<file path="config.mk">
export PLATFORM = sky130hd
export DESIGN_NAME = fp32_p160
export DESIGN_NICKNAME = d
export VERILOG_FILES = /design/src/rtl/posit16_pkg.sv /design/src/rtl/reg16_enc.sv /design/src/rtl/fp32_p160.sv
export SDC_FILE = /design/constraint.sdc
export NUM_CORES = 1
export LEC_CHECK = 0
export BUFFER_PORTS_ARGS = -buffer_cell sky130_fd_sc_hd__buf_2
export CAP_MARGIN = 10
export CELL_PAD_IN_SITES_DETAIL_PLACEMENT = 0
export CELL_PAD_IN_SITES_GLOBAL_PLACEMENT = 1
export CORE_MARGIN = 3
export CORE_UTILIZATION = 41
export CTS_CLUSTER_SIZE = 24
export DETAILED_ROUTE_END_ITERATION = 12
export GPL_ROUTABILITY_DRIVEN = 0
export PLACE_DENSITY = 0.79
export SYNTH_ARGS = -nofsm -noshare
export SYNTH_HDL_FRONTEND = slang
export SYNTH_SLANG_ARGS = --single-unit
</file>
<file path="constraint.sdc">
create_clock -name clk -period 3.12 [get_ports clk]
set_clock_uncertainty 0.15 [all_clocks]
set_input_delay 0.468 -clock clk [delete_from_list [all_inputs] [get_ports clk]]
set_output_delay 0.468 -clock clk [all_outputs]
set_load 0.02 [all_outputs]
</file>
<file path="src/rtl/posit16_pkg.sv">
// posit16_pkg: shared constants and types for the fp32 <-> posit<16,0> paths.
//   fp32_t     : binary32 split into sign / biased exponent / mantissa
//   p16_cls_e  : how a binary32 operand maps into the posit16 range
//   classify() : pure function producing p16_cls_e from an fp32_t
package posit16_pkg;

  localparam int          P16_N      = 16;
  localparam int          P16_ES     = 0;
  localparam logic [15:0] P16_NAR    = 16'h8000;
  localparam logic [15:0] P16_MAXPOS = 16'h7FFF;
  localparam logic [15:0] P16_MINPOS = 16'h0001;
  localparam int          FP32_BIAS  = 127;
  localparam int          P16_KMAX   = 14;

  typedef struct packed {
    logic        sign;
    logic [7:0]  exp;
    logic [22:0] mant;
  } fp32_t;

  typedef enum logic [2:0] {
    ZERO,     // exponent field 0: zero or denormal, flushed
    NAR,      // exponent field all ones: Inf or NaN
    NORMAL,   // scale fits the posit16 regime range
    SAT_HI,   // scale above maxpos
    SAT_LO    // scale below minpos
  } p16_cls_e;

  function automatic p16_cls_e classify(input fp32_t f);
    logic signed [8:0] k;
    k = $signed({1'b0, f.exp}) - 9'(FP32_BIAS);
    if (f.exp == 8'd0)               return ZERO;
    else if (&f.exp)                 return NAR;
    else if (k > 9'(P16_KMAX))       return SAT_HI;
    else if (k < -9'(P16_KMAX))      return SAT_LO;
    else                             return NORMAL;
  endfunction

endpackage

</file>
<file path="src/rtl/reg16_enc.sv">
// reg16_enc: combinational regime/fraction packer for posit<16,0>.
// Inverse of the reg16 decoder.
//   k      in  7  signed scale, valid range -14..14
//   m      in  23 fp32 mantissa (hidden bit implied)
//   body   out 15 unrounded magnitude: regime bits then leading fraction bits
//   guard  out 1  first discarded mantissa bit
//   sticky out 1  OR of all mantissa bits below guard
module reg16_enc
  import posit16_pkg::*;
(
  input  logic [6:0]  k,
  input  logic [22:0] m,
  output logic [14:0] body,
  output logic        guard,
  output logic        sticky
);

  logic signed [47:0] seed;
  logic signed [47:0] shifted;
  logic [5:0]         sh;

  // Seed is {first regime bit, terminator, mantissa, pad}. An arithmetic
  // right shift replicates the first regime bit, giving k+1 ones then a
  // zero (k >= 0) or -k zeros then a one (k < 0, shift by -k-1 == ~k).
  always_comb begin
    if (!k[6]) begin
      seed = {2'b10, m, 23'd0};
      sh   = k[5:0];
    end else begin
      seed = {2'b01, m, 23'd0};
      sh   = ~k[5:0];
    end
    shifted = seed >>> sh;

    // At k == kmax the regime fills all 15 bits and the terminator is
    // dropped, so guard must come straight from the mantissa MSB.
    if (k == 7'(P16_KMAX)) begin
      body   = P16_MAXPOS[14:0];
      guard  = m[22];
      sticky = |m[21:0];
    end else begin
      body   = shifted[47:33];
      guard  = shifted[32];
      sticky = |shifted[31:0];
    end
  end

endmodule

</file>
<file path="src/rtl/fp32_p160.sv">
// fp32_p160: 3-stage pipelined IEEE-754 binary32 -> posit<16,0> converter,
// round to nearest / ties to even in the posit domain.
//   clk, rst_n           clock, async active-low reset
//   in_valid/in_ready    input handshake, in_fp32 operand
//   out_valid/out_ready  output handshake
//   out_p16              two's-complement posit16 result
//   out_nar              input was Inf/NaN (result 0x8000)
//   out_sat              result clamped to +-maxpos / +-minpos
module fp32_p160
  import posit16_pkg::*;
(
  input  logic        clk,
  input  logic        rst_n,
  input  logic        in_valid,
  output logic        in_ready,
  input  logic [31:0] in_fp32,
  output logic        out_valid,
  input  logic        out_ready,
  output logic [15:0] out_p16,
  output logic        out_nar,
  output logic        out_sat
);

  typedef struct packed {
    p16_cls_e    cls;
    logic        sign;
    logic [6:0]  k;
    logic [22:0] mant;
  } s1_t;

  typedef struct packed {
    p16_cls_e    cls;
    logic        sign;
    logic [14:0] body;
    logic        guard;
    logic        sticky;
  } s2_t;

  typedef struct packed {
    logic [P16_N-1:0] p16;
    logic             nar;
    logic             sat;
  } s3_t;

  logic [3:1] vld_pipe;
  logic [3:1] en;
  s1_t        s1, s1_d;
  s2_t        s2, s2_d;
  s3_t        s3, s3_d;
  fp32_t      f;

  logic [14:0] enc_body;
  logic        enc_guard;
  logic        enc_sticky;
  logic [15:0] rnd;
  logic [14:0] mag;

  // Enables ripple back from the consumer so bubbles collapse.
  always_comb begin
    en[3] = !vld_pipe[3] | out_ready;
    en[2] = !vld_pipe[2] | en[3];
    en[1] = !vld_pipe[1] | en[2];
  end

  assign in_ready = en[1];

  // S1: classify and split fields. Only k mod 128 is kept; it is exact
  // for the NORMAL range, the only class that consumes it.
  always_comb begin
    f         = fp32_t'(in_fp32);
    s1_d.cls  = classify(f);
    s1_d.sign = f.sign;
    s1_d.k    = f.exp[6:0] - 7'd127;
    s1_d.mant = f.mant;
  end

  // S2: regime/fraction packing.
  reg16_enc u_enc (
    .k      (s1.k),
    .m      (s1.mant),
    .body   (enc_body),
    .guard  (enc_guard),
    .sticky (enc_sticky)
  );

  always_comb begin
    s2_d.cls    = s1.cls;
    s2_d.sign   = s1.sign;
    s2_d.body   = enc_body;
    s2_d.guard  = enc_guard;
    s2_d.sticky = enc_sticky;
  end

  // S3: RNE round, clamp, apply sign.
  always_comb begin
    s3_d = '0;
    mag  = '0;
    rnd  = {1'b0, s2.body} + 16'(s2.guard & (s2.body[0] | s2.sticky));
    case (s2.cls)
      ZERO: mag = '0;
      NAR: begin
        s3_d.nar = 1'b1;
      end
      SAT_HI: begin
        mag      = P16_MAXPOS[14:0];
        s3_d.sat = 1'b1;
      end
      SAT_LO: begin
        mag      = P16_MINPOS[14:0];
        s3_d.sat = 1'b1;
      end
      NORMAL: begin
        if (rnd[15]) begin
          mag      = P16_MAXPOS[14:0];
          s3_d.sat = 1'b1;
        end else if (rnd[14:0] == 15'd0) begin
          mag = P16_MINPOS[14:0];
        end else begin
          mag = rnd[14:0];
        end
      end
      default: mag = '0;
    endcase

    if (s2.cls == NAR)
      s3_d.p16 = P16_NAR;
    else if (s2.sign)
      s3_d.p16 = ~{1'b0, mag} + 16'd1;
    else
      s3_d.p16 = {1'b0, mag};
  end

  always_ff @(posedge clk or negedge rst_n) begin
    if (!rst_n) begin
      vld_pipe <= '0;
      s1       <= '0;
      s2       <= '0;
      s3       <= '0;
    end else begin
      if (en[1]) begin
        vld_pipe[1] <= in_valid;
        s1          <= s1_d;
      end
      if (en[2]) begin
        vld_pipe[2] <= vld_pipe[1];
        s2          <= s2_d;
      end
      if (en[3]) begin
        vld_pipe[3] <= vld_pipe[2];
        s3          <= s3_d;
      end
    end
  end

  assign out_valid = vld_pipe[3];
  assign out_p16   = s3.p16;
  assign out_nar   = s3.nar;
  assign out_sat   = s3.sat;

endmodule

</file>
# [Yosys cells after proc, flatten, opt, wreduce, memory -nomap -nowiden]
# Cells that the tools add are included.
[totals] wordCells=60 input_bits=36 reg_bits=76 out_inout_bits=20
[op_classes] magnitude_cmp=2 shifts=1 eq_ne=5 n_addsub=4 reduce_logical=9 bitwise=7 n_mux=17
[op_table] cell="$mux W48" count=1
[op_table] cell="$sshr A48 B6 Y48" count=1
[op_table] cell="$mux W15" count=3
[op_table] cell="$pmux W15 S3" count=1
[op_table] cell="$mux W16" count=2
[op_table] cell="$reduce_or A32 Y1" count=1
[op_table] cell="$reduce_or A22 Y1" count=1
[op_table] cell="$add A15 B1 Y16" count=1
[op_table] cell="$add A16 B1 Y16 const B" count=1
[op_table] cell="$not A15 Y16" count=1
[op_table] cell="$logic_not A15 Y1" count=1
[op_table] cell="$mux W3" count=4
[op_table] cell="$gt A9 B5 Y1 const B" count=1
[op_table] cell="$lt A9 B5 Y1 const B" count=1
[op_table] cell="$sub A8 B7 Y9 const B" count=1
[op_table] cell="$logic_not A8 Y1" count=1
[op_table] cell="$reduce_and A8 Y1" count=1
[op_table] cell="$eq A7 B4 Y1 const B" count=1
[op_table] cell="$sub A7 B7 Y7 const B" count=1
[op_table] cell="$eq A3 B2 Y1 const B" count=2
[op_table] cell="$mux W6" count=1
[op_table] cell="$not A6 Y6" count=1
[op_table] cell="$mux W1" count=4
[op_table] cell="$or A1 B1 Y1" count=4
[op_table] cell="6 further kinds" count=8

# [Longest topological paths before layout]
# Gate-level depths: netlist of run 1.
[depth] word_depth=11 depth_mapped=16 mapped_depth_nobuf=15

# [Hierarchy]
# Synthesis of run 1 repeated with hierarchy kept, for this count alone.
[hier_totals] cells_unflattened=936 hier_area_um2=7573.5
[modules_own_cells] module="fp32_p160" instances=1 area_per_inst_um2=4486.8 cells_each=519 seq_area_each_um2=1901.8
[modules_own_cells] module="reg16_enc" instances=1 area_per_inst_um2=3086.7 cells_each=417 seq_area_each_um2=0.0

# [Worst setup path before layout of run 1]
# Ideal clock, no wire load.
[synth_path] path_kind="register -> register" startpoint="register s2[2] (netlist bit)" endpoint="register s3, in the netlist out_p16[8]" arrival_time_ns=2.977 required_ns=2.835 stages_incl_launch_ff=16 setup_slack_ns=-0.142 cell_sequence="dfrtp_1 > o21a_1 > ha_1 > ha_1 > buf_2 > nand4_2 > nor3_1 > nor3_1 > o2111ai_1 > o21bai_4 > nor2_1 > ha_1 > nand2_1 > o31ai_1 > xor2_1 > o21ai_0"
[synth_between] elab_chain_cells=11
[synth_lines] item="from (decl)" line="fp32_p160.sv:48" text="s2_t s2, s2_d;"
[synth_lines] item="from (signal assigned)" line="fp32_p160.sv:137" text="s2 <= '0;"
[synth_lines] item="from (signal assigned)" line="fp32_p160.sv:146" text="s2 <= s2_d;"
[synth_lines] item="$or A1 B1 Y1" line="fp32_p160.sv:98" text="rnd = {1'b0, s2.body} + 16'(s2.guard & (s2.body[0] | s2.sticky));"
[synth_lines] item="$and A1 B1 Y1" line="fp32_p160.sv:98"
[synth_lines] item="$add A15 B1 Y16 *" line="fp32_p160.sv:98"
[synth_lines] item="$logic_not A15 Y1" line="fp32_p160.sv:116" text="end else if (rnd[14:0] == 15'd0) begin"
[synth_lines] item="$mux W15" line="fp32_p160.sv:116"
[synth_lines] item="$mux W15 *" line="fp32_p160.sv:113" text="if (rnd[15]) begin"
[synth_lines] item="$pmux W15 S3 *" line="fp32_p160.sv:99" text="case (s2.cls)"
[synth_lines] item="$not A15 Y16" line="fp32_p160.sv:128" text="s3_d.p16 = ~{1'b0, mag} + 16'd1;"
[synth_lines] item="$add A16 B1 Y16" line="fp32_p160.sv:128"
[synth_lines] item="$mux W16 *" line="fp32_p160.sv:127" text="else if (s2.sign)"
[synth_lines] item="$mux W16 *" line="fp32_p160.sv:125" text="if (s2.cls == NAR)"
[synth_lines] item="to (signal assigned)" line="fp32_p160.sv:138" text="s3 <= '0;"
[synth_lines] item="to (signal assigned)" line="fp32_p160.sv:150" text="s3 <= s3_d;"
[synth_lines] item="to (decl)" line="fp32_p160.sv:49" text="s3_t s3, s3_d;"
# Every way passes the cells marked *; elsewhere a longest branch is shown, timed or not.
# A chain may end at the register's enable or synchronous reset.

# [Worst setup path in the final report of run 1]
[layout_path] startpoint="register s2[2] (netlist bit)" endpoint="register s3, in the netlist out_p16[12]"
# The elaborated chain is that of the path after synthesis.

==> results of run 1 <==
==> layout make-up <==
| type | instances | area [sq um] |
|---|---|---|
| multi-input combinational | 649 | 4210 |
| sequential | 76 | 1900 |
| timing repair buffer | 111 | 714 |
| fill | 1442 | 7470 |
| tap | 184 | 230 |
| clock inverter | 5 | 37.5 |
| clock buffer | 10 | 239 |
| inverter | 16 | 63.8 |
==> cells in the mapped netlist (all sizes together), types with 14 or more instances <==
cell,number,share of area [%]
mux2i,14,2.4
clkbuf,48,2.8
inv,14,0.83
nor2,67,4.0
dfrtp,76,30
a31oi,15,1.5
xnor2,19,2.9
o22ai,14,1.4
nand2,144,8.5
o21ai,60,4.9
nand3,20,1.6
buf,26,2.3
nor4,14,1.5
a21oi,54,4.3
xor2,15,2.2
nor3,24,1.9
==> kinds of logic (layout without fill, tap and decap cells) <==
logic type               count (synthesis)  count (layout)  synth area share, %
AND/OR/NAND/NOR                        339             339                 25.0
buffers and inverters                   90             142                 6.12
adder cells (fa/ha/maj)                  6               6                 1.18
flip-flops                              76              76                 29.9
XOR/XNOR                                34              34                 5.04
AO/OA/AOI/OAI                          235             235                 24.5
multiplexers                            35              35                 8.24
==> sequential cells by signal, summed over array words and instances, names as in the netlist <==
signal    count
out_nar       1
s2           21
s1           34
out_sat       1
out_p16      16
vld_pipe      3
==> metrics by stage <==
step	TNS [ps]	cells
floorplan	0	815
global placement	0	1033
detailed placement	-47.0	1033
CTS	0	1048
global route	-209	1051
finish	0	1051
==> layer usage <==
layer | up-vias | global-route usage (%)
met5 | - | 0
met4 | 0 | 7.62
met3 | 46 | 4.72
met2 | 254 | 38.8
met1 | 3101 | 28.6
li1 | 3072 | -
==> how the worst min path moves through the flow <==
stage	from	to	slack, ps	cells after the start
after detailed placement	vld_pipe[1]	vld_pipe[2]	290	1
final	rst_n	s2[9]	90	1
after CTS	rst_n	s2[9]	140	1
after global placement	vld_pipe[1]	vld_pipe[2]	290	1
after floorplan	rst_n	out_nar	20	0
after global routing	in_fp32[2]	s1[2]	170	3
==> critical path: stages (launching register included) <==
cell       delay (ps)
dfrtp_1           370
o21a_1            130
ha_2              180
buf_6             120
nand4_4           140
or3_4             470
o31ai_4           230
o2111ai_2         160
o21bai_4          210
nor2_4             60
ha_4              180
nand4_1           110
o21ai_0           110
xor2_1            190
o21ai_1           110
==> repair_timing <==
item,4_1_cts,5_1_grt
hold endpoints to repair,0,0
endpoints found under the setup margin,4,18
setup buffers,0,3
gates resized for setup,1,27
hold buffers,0,0
pin swaps,0,6
==> power by group <==
group | total (mW) | switching, mW | internal (mW)
Combinational | 2.44 | 1.40 | 1.03
Clock | 0.970 | 0.412 | 0.558
Sequential | 1.50 | 0.305 | 1.20
==> metrics, run 1 <==
status complete, no violations; period utilization 95.5%; clk sinks 76; RR Startpoint s2[2]; end point of the critical path out_p16[12]; R2R depth 14; first-pass GRT wire length 31100 um; Critical Path End Type flip-flop; syn_area_per_cell 7.81 sq um; Met2 Wirelength 9280 um; GRT Util Overall 22.7%; 1st-iter DRT viols 481; max-cap violation count 0; area post-placement 0.00697 sq mm; clk_lat worst skew 340 ps; CTS buffer count 9; vias in the first global route 6075; CP arrival 3100 ps; Root Buffer clkbuf_16; Post-synth EDFFs 0; post-synthesis sequential area ratio 29.9%; Mapped Nets 857; First-pass DRT Iterations 5; Post-Place Worst Slack -23.3 ps; Hold/Removal Path Class in2async; worst r2r dst out_p16[12]; Synth Cell Area 0.00636 sq mm; Leakage 3.03 nW; Critical Path Start Type flip-flop; asr flop ratio synth 100%; core area 0.0149 sq mm; TritonCTS clock tree yes; worst vdd ir 0.492 mV; total number of vias 6473; fmax 336 MHz; row count 44; Worst Setup SP s2[2]; synthesis-to-finish area growth 16.2%; initial antenna violation count 0; RSZ-0062 raised after global routing yes; met3 routed WL 1060 um; commonest non-fill, non-tap cell in the layout nand2_1; Die ar. 0.0170 sq mm; DRC viols 0; post-layout util 49.7%; total power 4.91 mW; post-route setup slack 140 ps; number of distinct library cells after synthesis 74; Tmin final 2980 ps; largest net degree at the start of global routing 77; actual slew at the worst max-slew pin 970 ps; Rel. slew slack 35.3%; flop2flop setup slack 140 ps; highest metal used met4; routed wire length per instance 17.9 um; most frequent cells in the layout 143 x nand2_1, 75 x dfrtp_1, 66 x nor2_1; fraction of layout cells with a size suffix above 1 21.3%; hpwl dp 13900 um; maximum net fanout on the critical path 6; Die Y 131 um; drt total wl 18800 um; Worst-path clk slew 60 ps; Setup Viol. Count Final 0; Max H-tree Level 3; worst endpoint required time 3240 ps; Cells after Synth 815; Pwr Density 664 mW/mm^2; smallest hold slack 91.3 ps; I/O Pins 56; CTS Buffer Depth 2; hold violation total from the final report 0; Routed Antenna Nets 0; Die Wd 131 um; n_diodes 0; Initial Utilization 42.8%; PortBufs 55; Yosys warning count 0; final instance area 0.00739 sq mm; post-synthesis register bit count 76; Slew Limit Fails 0; Main synth FF type dfrtp_1; DR vias/cell 6.16; nets@finish 905; M1 WL 7890 um; critical path class reg2reg; total congestion overflow 0
Power figures use the tool's default switching activity.
==> run 2, diff against run 1 <==
--- a/config.mk
+++ b/config.mk
@@ -9,7 +9,8 @@
 export CAP_MARGIN = 10
 export CELL_PAD_IN_SITES_DETAIL_PLACEMENT = 0
 export CELL_PAD_IN_SITES_GLOBAL_PLACEMENT = 1
-export CORE_MARGIN = 3
+export CORE_ASPECT_RATIO = 0.6
+export CORE_MARGIN = 5
 export CORE_UTILIZATION = 41
 export CTS_CLUSTER_SIZE = 24
 export DETAILED_ROUTE_END_ITERATION = 12
==> run 2 against run 1 <==
First-iteration DRC count up 69%. Design area up 3.9%. Via count up 3.2%. Critical path depth unchanged. Sequential share of layout area down 0.96 points. Die area up 6.7%. Non-clock buffer count up 22. Total power up 5.5%. Setup slack worse by 69 ps. Flip-flop and latch count unchanged. Utilization up 0.50 points. Largest cell class unchanged.
==> metrics, run 2 (synthesized netlist as in run 1, its figures left out) <==
status complete, no violations; # hold bufs at CTS 0; largest net degree at the start of global routing 77; DR vias/cell 6.11; Worst-path clk slew 60 ps; Root Buffer clkbuf_16; Max H-tree Level 3; Routed Antenna Nets 0; Tmin final 3050 ps; Setup Viol. Count Final 0; total power 5.18 mW; vias in the first global route 6331; initial antenna violation count 0; clk sinks 76; Die Y 106 um; sw frac 44.6%; Layout Cells excl Fill 1093; Slew Limit Fails 0; 1st-iter DRT viols 811; Net Sw Power 2.31 mW; drt total wl 21000 um; final instance area 0.00768 sq mm; Logic pwr share 51.8%; register area 0.00190 sq mm; Clk pwr share 19.0%; CTS Buffer Depth 2; Pwr Density 674 mW/mm^2; fillers 1421; row count 35; Internal 2.87 mW; core area 0.0153 sq mm; max-cap violation count 0; area post-placement 0.00711 sq mm; fraction of layout cells with a size suffix above 1 23.6%; clk_lat worst skew 340 ps; CTS buffer count 9; GRT Util Overall 23.4%; dpl cells 1068; nets@finish 927; Rel. slew slack 33.7%; Largest register FFs 34; first-pass GRT wire length 34000 um; Die Wd 171 um; fmax 328 MHz; CP arrival 3170 ps; routed wire length per instance 19.2 um; actual slew at the worst max-slew pin 995 ps; crit-path cells o21a_1 -> ha_4 -> ha_4 -> xnor2_1 -> a31oi_1 -> nor4_4 -> o2111ai_2 -> o21bai_4 -> nor2_1 -> ha_2 -> nand4_1 -> nor4b_1 -> a22oi_1 -> nand2_1; Flop pwr share 29.1%; worst endpoint required time 3240 ps; PortBufs 55; hold violation total from the final report 0; DRC viols 0; hpwl dp 15700 um; critical path class reg2reg; synthesis-to-finish area growth 20.7%; setup_tns 0 ps; Critical Path Start Type flip-flop; First-pass DRT Iterations 6; most flop-heavy register s1; total number of vias 6680; Critical Path End Type flip-flop; total congestion overflow 0; multi-input combinational cell area 0.00429 sq mm; Initial Utilization 41.6%; CP max stage delay 390 ps; I/O Pins 56; worst vdd ir 0.364 mV; Die ar. 0.0182 sq mm; most frequent CP cell ha_4; most frequent cells in the layout 143 x nand2_1, 75 x dfrtp_1, 73 x buf_4; Leakage 3.15 nW; smallest hold slack 135 ps; RSZ-0062 raised after global routing yes; commonest non-fill, non-tap cell in the layout nand2_1; maximum net fanout on the critical path 6; TritonCTS clock tree yes; Hold/Removal Path Class in2async; slowest CP cell dfrtp_1; period utilization 97.7%; n_diodes 0
-- run 2: per-stage QoR --
stage               setup slack [ps]  util (%)
floorplan                       6.80         -
global placement               -86.4      46.5
CTS                             13.2      49.0
finish                          71.1      50.2
detailed placement              -231      46.5
global route                   -35.3      50.2
-- run 2: cell type report --
type | instances | share of cell area (%)
tap | 203 | 3.31
inverter | 16 | 0.782
sequential | 76 | 24.8
clock buffer | 10 | 2.98
timing repair buffer | 133 | 11.7
multi-input combinational | 649 | 55.9
clock inverter | 6 | 0.635
-- run 2: per-layer routing --
metal  vias to the layer above  part of all wire (%)  routed length, um  GRT usage, %
li1                       3123                     -                  -             -
met1                      3171                    47               9960          36.5
met2                       363                    39               8140          30.6
met3                        23                    13               2730          8.21
met4                         0                  0.82                173          4.22
met5                         -                     0                  0             0
-- run 2: power groups by stage --
stage                     combinational [mW]  sequential, mW  clock, mW
after detailed placement                2.41            1.50          0
after floorplan                         1.61            1.46          0
after CTS                               2.51            1.49      0.998
after global routing                    2.91            1.54       1.05
final                                   2.68            1.51      0.985
after global placement                  2.38            1.49          0
-- run 2: what timing repair did --
item	4_1_cts	5_1_grt
gates resized for setup	13	30
pin swaps	2	8
buffers inserted	2	7
endpoints found under the setup margin	12	14
-- run 2: worst max-delay path, delay by kind of cell (launching register included) --
kind / cells / cell delay, ps
AO/OA/AOI/OAI: 5 / 860
XOR/XNOR: 1 / 120
adder cells (fa/ha/maj): 3 / 640
flip-flops: 1 / 390
AND/OR/NAND/NOR: 5 / 820
-- run 2: final timing paths --
| path | start | endpoint | slack, ps | cells past startpoint |
|---|---|---|---|---|
| max in group asynchronous | rst_n | s1[29] | 2010 | 1 |
| max reg2reg | s2[0] | out_p16[14] | 70 | 14 |
| min | rst_n | s1[14] | 140 | 1 |
| min reg2reg | vld_pipe[1] | vld_pipe[2] | 320 | 1 |
| min in group clk | in_valid | vld_pipe[1] | 160 | 2 |
| max | s2[0] | out_p16[14] | 70 | 14 |
==> run 3, diff against run 2 <==
--- a/config.mk
+++ b/config.mk
@@ -15,7 +15,8 @@
 export CTS_CLUSTER_SIZE = 24
 export DETAILED_ROUTE_END_ITERATION = 12
 export GPL_ROUTABILITY_DRIVEN = 0
-export PLACE_DENSITY = 0.79
+export MAX_ROUTING_LAYER = met4
+export PLACE_DENSITY = 0.81
 export SYNTH_ARGS = -nofsm -noshare
 export SYNTH_HDL_FRONTEND = slang
 export SYNTH_SLANG_ARGS = --single-unit
==> run 3 against run 2 <==
Cell count unchanged. Design area about the same. Critical path depth increased by 2. Combinational power about the same. Clock-buffer cell count decreased by 1. Sequential power about the same. Critical path type unchanged. Largest power group unchanged. Highest routed layer unchanged.
==> metrics, run 3 (synthesized netlist as in run 1, its figures left out) <==
maximum net fanout on the critical path 6; DR vias/cell 6.10; DRC viols 0; Setup Viol. Count Final 0; CP arrival 3200 ps; total congestion overflow 0; hold violation total from the final report 0; critical path class reg2reg; row count 35; fmax 321 MHz; Leakage 3.18 nW; setup_tns 0 ps; first-pass GRT wire length 33600 um; most frequent cells in the layout 143 x nand2_1, 75 x buf_4, 75 x dfrtp_1; 1st-iter DRT viols 800; First-pass DRT Iterations 6; Die Y 106 um; worst endpoint required time 3200 ps; Post-Place Worst Slack -204 ps; period utilization 99.8%; largest net degree at the start of global routing 46; core area 0.0153 sq mm; Die ar. 0.0182 sq mm; fraction of layout cells with a size suffix above 1 24.2%; nets@finish 927; fillers 1422; most flop-heavy register s1; TritonCTS clock tree yes; Routed Antenna Nets 0; status complete, no violations; CTS buffer count 9; post-route setup slack 6.71 ps; vias in the first global route 6223; synthesis-to-finish area growth 20.7%; Tmin final 3110 ps; worst vdd ir 0.317 mV; RSZ-0062 raised after global routing yes; Root Buffer clkbuf_16; Critical Path End Type flip-flop; clk_lat worst skew 340 ps; Pwr Density 680 mW/mm^2; total number of vias 6671; Critical Path Start Type flip-flop; max-cap violation count 0; Hold/Removal Path Class in2reg; commonest non-fill, non-tap cell in the layout nand2_1; Max H-tree Level 3; register area 0.00190 sq mm; Worst-path clk slew 70 ps; routed wire length per instance 18.9 um; CTS Buffer Depth 2; I/O Pins 56; Initial Utilization 41.6%; GRT Util Overall 23.6%; actual slew at the worst max-slew pin 825 ps; drt total wl 20700 um; multi-input combinational cell area 0.00428 sq mm; initial antenna violation count 1; PortBufs 55; clk sinks 76; Rel. slew slack 45.0%; Largest register FFs 34; Die Wd 171 um; Slew Limit Fails 0; hpwl dp 15400 um
==> run 3: timing repair <==
action / in CTS / in global routing
setup buffers: 0 / 1
pin swaps: 1 / 8
hold buffers: 1 / 0
endpoints found under the setup margin: 14 / 14
gates resized for setup: 10 / 29
hold endpoints to repair: 28 / 0
==> run 3: where the power goes <==
part | internal, mW | switching, mW
registers | 1.20 | 0.294
logic | 1.12 | 1.55
clock network | 0.617 | 0.441
total | 2.94 | 2.29
==> run 3: final cells by class <==
cell class              instances  area share (%)
clock inverters                 6           0.847
diodes                          1          0.0326
repair buffers                133            11.5
multi-input cells             649            55.8
inverters                      16           0.782
well taps                     203            3.31
clock buffers                   9            2.93
flip-flops and latches         76            24.8
==> run 3: path summary, 6_finish.rpt <==
check | startpoint | endpoint | slack [ps] | cells after the start
max in group asynchronous | rst_n | out_p16[10] | 1630 | 3
min | in_valid | vld_pipe[1] | 170 | 2
min reg2reg | vld_pipe[1] | vld_pipe[2] | 310 | 1
min in group asynchronous | rst_n | s1[13] | 520 | 2
max | s2[0] | out_p16[14] | 7 | 16
max reg2reg | s2[0] | out_p16[14] | 7 | 16
==> run 3: routing by layer <==
metal	vias up	part of all wire (%)	GRT usage [%]
li1	3131	-	-
met5	-	0	-
met2	407	36	27.5
met4	0	1.1	4.56
met3	28	13	8.06
met1	3105	50	37.9
==> run 3: critical path, cell delays in order (launching register included) <==
cell and delay [ps]:
dfrtp_1 390, o21a_1 220, ha_4 190, ha_4 200
xnor2_2 150, a31oi_2 120, nor4_1 340, buf_4 190
o2111ai_4 130, o21bai_4 180, nor2_4 50, ha_4 180
nand4_1 100, buf_4 150, nor4b_2 40, a22oi_1 160
nand2_1 70
==> run 3: through the flow <==
stage	area [sq um]	util, %	instances	power [mW]	hold slack [ps]
global route	7680	50.2	1093	5.55	168
CTS	7530	49.3	1091	5.05	166
detailed placement	7170	46.9	1075	3.92	298
global placement	7170	46.9	1075	3.92	296
floorplan	6380	-	815	3.07	22.4
finish	7680	50.2	1093	5.22	172
